### src/rtl/firebird7_in_gate2_ijtag_seq_pkg.sv
// Shared encodings and defaults for the gate2 IJTAG scan sequencer.
package firebird7_in_gate2_ijtag_seq_pkg;

  localparam int unsigned MAX_LEN_DEF = 64;
  localparam int unsigned RST_CYC_DEF = 4;

  localparam logic [2:0] ST_IDLE    = 3'd0;
  localparam logic [2:0] ST_CAPTURE = 3'd1;
  localparam logic [2:0] ST_SHIFT   = 3'd2;
  localparam logic [2:0] ST_UPDATE  = 3'd3;
  localparam logic [2:0] ST_RESP    = 3'd4;
  localparam logic [2:0] ST_NRST    = 3'd5;

  localparam logic [1:0] OP_SCAN      = 2'd0;
  localparam logic [1:0] OP_NET_RESET = 2'd1;

endpackage

### src/rtl/firebird7_in_gate2_ijtag_seq_shreg.sv
// Shift-in data register, shift-out sample register and bit counter for one scan command.
module firebird7_in_gate2_ijtag_seq_shreg #(
  parameter int unsigned MAX_LEN = 64,
  parameter int unsigned LEN_W   = $clog2(MAX_LEN + 1)
) (
  input  logic               clk,
  input  logic               reset,
  input  logic               load,
  input  logic               shift,
  input  logic [MAX_LEN-1:0] data_in,
  input  logic [LEN_W-1:0]   len_in,
  input  logic               so,
  output logic               si_next_c,
  output logic               len_nz_c,
  output logic               last_c,
  output logic [MAX_LEN-1:0] rsp_data
);

  logic [MAX_LEN-1:0] shreg_q;
  logic [LEN_W-1:0]   len_q;
  logic [LEN_W-1:0]   cnt_q;
  logic [LEN_W-1:0]   len_clamp_c;
  logic [MAX_LEN-1:0] so_bit_c;

  // Clamp requested length to the register size; widen net_so to a one-hot source bit.
  always_comb begin
    len_clamp_c = (len_in > LEN_W'(MAX_LEN)) ? LEN_W'(MAX_LEN) : len_in;
    so_bit_c    = {{(MAX_LEN-1){1'b0}}, so};
  end

  // Load on accept; each shift cycle samples net_so into bit cnt and advances the register.
  always_ff @(posedge clk) begin
    if (reset) begin
      shreg_q  <= '0;
      len_q    <= '0;
      cnt_q    <= '0;
      rsp_data <= '0;
    end else if (load) begin
      shreg_q  <= data_in;
      len_q    <= len_clamp_c;
      cnt_q    <= '0;
      rsp_data <= '0;
    end else if (shift) begin
      shreg_q  <= shreg_q >> 1;
      cnt_q    <= cnt_q + LEN_W'(1);
      rsp_data <= rsp_data | (so_bit_c << cnt_q);
    end
  end

  // Bit that will sit at the register head after this edge, plus length/terminal-count flags.
  always_comb begin
    si_next_c = shreg_q[0];
    if (load) begin
      si_next_c = data_in[0];
    end else if (shift) begin
      si_next_c = shreg_q[1];
    end
    len_nz_c = (len_q != '0);
    last_c   = (cnt_q == (len_q - LEN_W'(1)));
  end

endmodule

### src/rtl/firebird7_in_gate2_ijtag_scan_sequencer.sv
// Runs capture/shift/update or network-reset sequences on one IJTAG network from a cmd/rsp port.
module firebird7_in_gate2_ijtag_scan_sequencer
  import firebird7_in_gate2_ijtag_seq_pkg::*;
#(
  parameter int unsigned MAX_LEN = MAX_LEN_DEF,
  parameter int unsigned LEN_W   = $clog2(MAX_LEN + 1),
  parameter int unsigned RST_CYC = RST_CYC_DEF
) (
  input  logic               ijtag_tck,
  input  logic               ijtag_reset,
  input  logic               cmd_valid,
  output logic               cmd_ready,
  input  logic [1:0]         cmd_op,
  input  logic [LEN_W-1:0]   cmd_len,
  input  logic               cmd_capture,
  input  logic               cmd_update,
  input  logic [MAX_LEN-1:0] cmd_data,
  output logic               rsp_valid,
  input  logic               rsp_ready,
  output logic [MAX_LEN-1:0] rsp_data,
  output logic               net_reset_n,
  output logic               net_sel,
  output logic               net_ce,
  output logic               net_se,
  output logic               net_ue,
  output logic               net_si,
  input  logic               net_so,
  output logic               busy
);

  localparam int unsigned RST_W = (RST_CYC > 1) ? $clog2(RST_CYC) : 1;

  logic [2:0]       state_q;
  logic [2:0]       state_d;
  logic [RST_W-1:0] rst_cnt_q;
  logic [RST_W-1:0] rst_cnt_d;
  logic             upd_q;
  logic             upd_d;
  logic             accept_c;
  logic             load_c;
  logic             shift_c;
  logic             len_in_nz_c;
  logic             si_next_c;
  logic             len_nz_c;
  logic             last_c;
  logic             sel_d;

  firebird7_in_gate2_ijtag_seq_shreg #(
    .MAX_LEN (MAX_LEN),
    .LEN_W   (LEN_W)
  ) u_shreg (
    .clk       (ijtag_tck),
    .reset     (ijtag_reset),
    .load      (load_c),
    .shift     (shift_c),
    .data_in   (cmd_data),
    .len_in    (cmd_len),
    .so        (net_so),
    .si_next_c (si_next_c),
    .len_nz_c  (len_nz_c),
    .last_c    (last_c),
    .rsp_data  (rsp_data)
  );

  // Next-state logic; phases chain without a deselect gap inside a scan.
  always_comb begin
    state_d     = state_q;
    rst_cnt_d   = rst_cnt_q;
    upd_d       = upd_q;
    load_c      = 1'b0;
    shift_c     = 1'b0;
    accept_c    = cmd_valid && cmd_ready;
    len_in_nz_c = (cmd_len != '0);

    case (state_q)
      ST_IDLE: begin
        if (accept_c) begin
          load_c    = 1'b1;
          upd_d     = cmd_update;
          rst_cnt_d = '0;
          case (cmd_op)
            OP_SCAN: begin
              if (cmd_capture)      state_d = ST_CAPTURE;
              else if (len_in_nz_c) state_d = ST_SHIFT;
              else if (cmd_update)  state_d = ST_UPDATE;
              else                  state_d = ST_RESP;
            end
            OP_NET_RESET: state_d = ST_NRST;
            default:      state_d = ST_RESP;
          endcase
        end
      end
      ST_CAPTURE: begin
        if (len_nz_c)   state_d = ST_SHIFT;
        else if (upd_q) state_d = ST_UPDATE;
        else            state_d = ST_RESP;
      end
      ST_SHIFT: begin
        shift_c = 1'b1;
        if (last_c) state_d = upd_q ? ST_UPDATE : ST_RESP;
      end
      ST_UPDATE: state_d = ST_RESP;
      ST_NRST: begin
        if (rst_cnt_q == RST_W'(RST_CYC - 1)) state_d = ST_RESP;
        else rst_cnt_d = rst_cnt_q + RST_W'(1);
      end
      ST_RESP: begin
        if (rsp_ready) state_d = ST_IDLE;
      end
      default: state_d = ST_IDLE;
    endcase

    sel_d = (state_d == ST_CAPTURE) || (state_d == ST_SHIFT) || (state_d == ST_UPDATE);
  end

  // State register; every output is registered off the next state so it lines up with its phase.
  always_ff @(posedge ijtag_tck) begin
    if (ijtag_reset) begin
      state_q     <= ST_IDLE;
      rst_cnt_q   <= '0;
      upd_q       <= 1'b0;
      cmd_ready   <= 1'b0;
      busy        <= 1'b0;
      rsp_valid   <= 1'b0;
      net_reset_n <= 1'b0;
      net_sel     <= 1'b0;
      net_ce      <= 1'b0;
      net_se      <= 1'b0;
      net_ue      <= 1'b0;
      net_si      <= 1'b0;
    end else begin
      state_q     <= state_d;
      rst_cnt_q   <= rst_cnt_d;
      upd_q       <= upd_d;
      cmd_ready   <= (state_d == ST_IDLE);
      busy        <= (state_d != ST_IDLE);
      rsp_valid   <= (state_d == ST_RESP);
      net_reset_n <= (state_d != ST_NRST);
      net_sel     <= sel_d;
      net_ce      <= (state_d == ST_CAPTURE);
      net_se      <= (state_d == ST_SHIFT);
      net_ue      <= (state_d == ST_UPDATE);
      net_si      <= (state_d == ST_SHIFT) && si_next_c;
    end
  end

endmodule
### config.mk
export PLATFORM = sky130hd
export DESIGN_NAME = firebird7_in_gate2_ijtag_scan_sequencer
export DESIGN_NICKNAME = d
export VERILOG_FILES = /design/src/rtl/firebird7_in_gate2_ijtag_seq_pkg.sv /design/src/rtl/firebird7_in_gate2_ijtag_seq_shreg.sv /design/src/rtl/firebird7_in_gate2_ijtag_scan_sequencer.sv
export SDC_FILE = /design/constraint.sdc
export NUM_CORES = 1
export LEC_CHECK = 0
export ABC_AREA = 1
export CORE_MARGIN = 2
export CORE_UTILIZATION = 45
export CTS_BUF_LIST = sky130_fd_sc_hd__clkbuf_8
export DETAILED_ROUTE_END_ITERATION = 12
export MAX_ROUTING_LAYER = met4
export PLACE_DENSITY = 0.76
export SKIP_CTS_REPAIR_TIMING = 1
export SLEW_MARGIN = 20
export SYNTH_ARGS = -nofsm -noshare
export SYNTH_HDL_FRONTEND = slang
export SYNTH_SLANG_ARGS = --single-unit
### constraint.sdc
create_clock -name ijtag_tck -period 1.7 [get_ports ijtag_tck]
set_clock_uncertainty 0.1 [all_clocks]
set_input_delay 0.255 -clock ijtag_tck [delete_from_list [all_inputs] [get_ports ijtag_tck]]
set_output_delay 0.255 -clock ijtag_tck [all_outputs]
set_load 0.01 [all_outputs]
==> flow_metrics.py <==
metrics = {
    "setup_path": {
        "crit_slowest_cell": "dfxtp_2",
        "cp_data_arrival_time_ns": 2.04,
        "crit_buf_inv": 2,
        "end_kind": "register",
        "cpLargestDelayFamily": "simple AND/OR/NAND/NOR gates",
        "cp_max_fo": 4,
        "setup.worst_path.start_class": "register",
        "critical_path_depth": 13,
        "r2r-end": "busy",
        "r2r_start": "u_shreg.len_q[1]",
        "critPathKind": "register to register",
        "crit_chain": "inv_2 > ha_4 > buf_4 > nand3_2 > nand2_1 > nand3_1 > nand2_2 > nor2_4 > nand3_2 > nand2_2 > nand2_4 > o21bai_1 > nand2_1",
        "cp.required_ns": 1.95,
        "max_stage_delay_ns": 0.34,
        "r2r_cells": 13,
        "ff2ff_setup_slack_ns": -0.09,
    },
    "timing": {
        "finalHoldViolCount": 0,
        "finalSetupViolCount": 10,
        "min_period_over_period_pct": 105,
        "drv_slew": 0,
        "fin_tns_setup_ns": -0.549,
        "max_freq_mhz": 558,
        "rsz0062_at_grt": "true",
        "finalCriticalPeriod_ns": 1.79,
        "tightest_slew_ns": 0.456,
        "relSlewSlack_pct": 69.3,
        "setup_slack_ns": -0.0921,
    },
    "routing": {
        "route.vias.total": 6122,
        "wl_um": 17000,
        "wire_per_inst_um": 14.0,
        "route.detailed.drc": 0,
        "drtIter0Drc": 424,
        "ant_nets": 0,
        "avgViaCountPerCell": 5.05,
        "firstDrtPassIters": 4,
    },
    "logic_synthesis": {
        "synthesis.instances": 836,
        "async_flop_share_pct": 0,
        "synth-main-ff-cell": "dfxtp_1",
        "ys_warn_count": 0,
        "synth_area_leaders": "dfxtp_1, nand2_1, nor2_1",
        "syn-num-nets": 919,
        "ys_ff_latch": 157,
        "synth-edff-count": 0,
        "synth_seq_area_share_pct": 50.6,
        "synth.distinct_cells": 34,
        "synth.cell_area_um2": 6210,
        "synth_top_cell_by_area": "dfxtp_1",
        "syn_avg_cell_area_um2": 7.43,
        "yosysTopAreaCellShare_pct": 50.6,
    },
    "placement": {
        "dpl.hpwl_um": 11900,
        "gp_congestion": 0.860,
        "portBuffers": 152,
        "dpl.cell_count": 1180,
        "pre_cts_slack_ns": -0.404,
    },
    "clocking": {
        "clockRootBuffer": "clkbuf_8",
        "clk_pin_slew_ns": 0.09,
        "cts_max_path_buffers": 2,
        "clk_latency_ns": 0.46,
        "cts_tree": "done",
        "h-tree-depth": 4,
        "cts.sinks": 157,
        "cts_buffers": 17,
    },
    "die": {
        "core_area_um2": 13300,
        "die_y_um": 121,
        "ios": 153,
        "dieArea_um2": 14800,
        "start_util_pct": 46.5,
        "rows": 42,
        "die_w_um": 121,
    },
    "cells_and_area": {
        "antennaDiodeCount": 0,
        "final_cells": 1212,
        "fin_nets": 1107,
        "drive_gt1_share_pct": 14.3,
        "fillers": 1113,
        "final_cell_mix": "nand2_1, dfxtp_1, nor2_1",
        "area_growth_pct": 46.0,
        "mostFrequentLayoutCell": "nand2_1",
    },
    "power_and_ir_drop": {
        "internal_power_uw": 5910,
        "switching_share_pct": 25.5,
        "p_clk_share_pct": 37.6,
        "pwr-share-seq_pct": 49.0,
        "p_comb_share_pct": 13.4,
        "ir_drop_v": 0.000706,
        "leakagePower_uw": 0.00456,
        "p_switching_uw": 2020,
        "power_density_nw_per_um2": 875,
    },
    "flow_run": {
        "maxCapViolations": 0,
    },
    "hold_path": {
        "min_path_cells": 3,
        "min_to": "u_shreg.shreg_q[28]",
        "min_from": "cmd_data[28]",
        "min_path_type": "input pin to register",
    },
    "grt": {
        "grt_pass1_vias": 5705,
        "antenna_found_initial": 0,
        "grt_pass1_wl_um": 26700,
        "grt_usage_pct": 23.5,
        "grt_remaining_overflow": 0,
        "grt_start_max_net_pins": 69,
    },
    "outcome": {
        "violations": "setup timing",
        "run_status": "complete, but fails checks",
    },
}
-- power groups by stage --
stage	Combinational, µW	Sequential, µW	Clock (µW)
5_1_grt	1160	3910	3180
2_1_floorplan	507	3970	0
3_3_place_gp	1000	3970	0
4_1_cts	1020	3890	3020
6_report	1060	3890	2980
3_5_place_dp	1010	3970	0
-- layer usage --
metal	GRT usage, %	part of all wire [%]	vias up
met2	36.8	46	178
met1	28.5	45	2802
met3	8.13	7.7	26
li1	-	-	3116
met4	7.40	1.9	0
met5	-	0	-
-- sequential cells by signal, summed over array words and instances (netlist names), 2 cells and up --
| name | cells |
|---|---|
| state_q | 3 |
| rst_cnt_q | 2 |
| u_shreg.len_q | 7 |
| u_shreg.cnt_q | 7 |
| u_shreg.rsp_data | 64 |
| u_shreg.shreg_q | 64 |
-- worst max-delay path by stage --
| stage | from | endpoint | slack, ns |
|---|---|---|---|
| floorplan | u_shreg.len_q[0] | busy | 0.005 |
| global placement | cmd_len[0] | net_reset_n | -0.38 |
| detailed placement | cmd_len[0] | net_reset_n | -0.40 |
| CTS | u_shreg.len_q[1] | net_si | -0.22 |
| global route | u_shreg.len_q[1] | busy | -0.17 |
| finish | u_shreg.len_q[1] | busy | -0.09 |
-- synth_stat cells (all sizes together), types with 11 or more instances --
cell type and instances:
dfxtp 157, nor2 117, a21oi 78, inv 49, buf 31, a31oi 62, clkbuf 16, nand2 251
nor3 22, nand3 17, o21ai 11
-- cells by family (layout without fill, tap and decap cells) --
family | after synthesis | in the layout | share of synthesized area, %
flip-flops | 157 | 157 | 50.6
buffers and inverters | 97 | 297 | 6.71
adder cells (fa/ha/maj) | 3 | 3 | 0.605
AO/OA/AOI/OAI | 159 | 159 | 14.4
XOR/XNOR | 2 | 2 | 0.282
AND/OR/NAND/NOR | 418 | 418 | 27.4
-- through the flow --
stage | total power [µW] | util [%] | hold WS, ns | instance area, µm²
4_1_cts | 7930 | 65.7 | -0.0350 | 8760
3_3_place_gp | 4970 | 62.4 | 0.347 | 8330
6_report | 7930 | 67.9 | 0.265 | 9070
3_5_place_dp | 4990 | 62.4 | 0.357 | 8330
2_1_floorplan | 4480 | - | 0.294 | 6210
5_1_grt | 8250 | 67.9 | 0.262 | 9070
-- tightest hold or removal path, stage by stage --
cell	delay (ns)
clkdlybuf4s50_1	0.39
nand2_1	0.06
a31oi_1	0.07
-- layout make-up --
type | count | area [µm²] | share of cell area, %
flip-flops and latches | 157 | 3150 | 34.7
clock inverters | 11 | 156 | 1.72
repair buffers | 216 | 2300 | 25.4
clock buffers | 20 | 275 | 3.04
inverters | 50 | 195 | 2.15
multi-input cells | 582 | 2770 | 30.6
well taps | 176 | 220 | 2.43
Power figures use the tool's default switching activity.
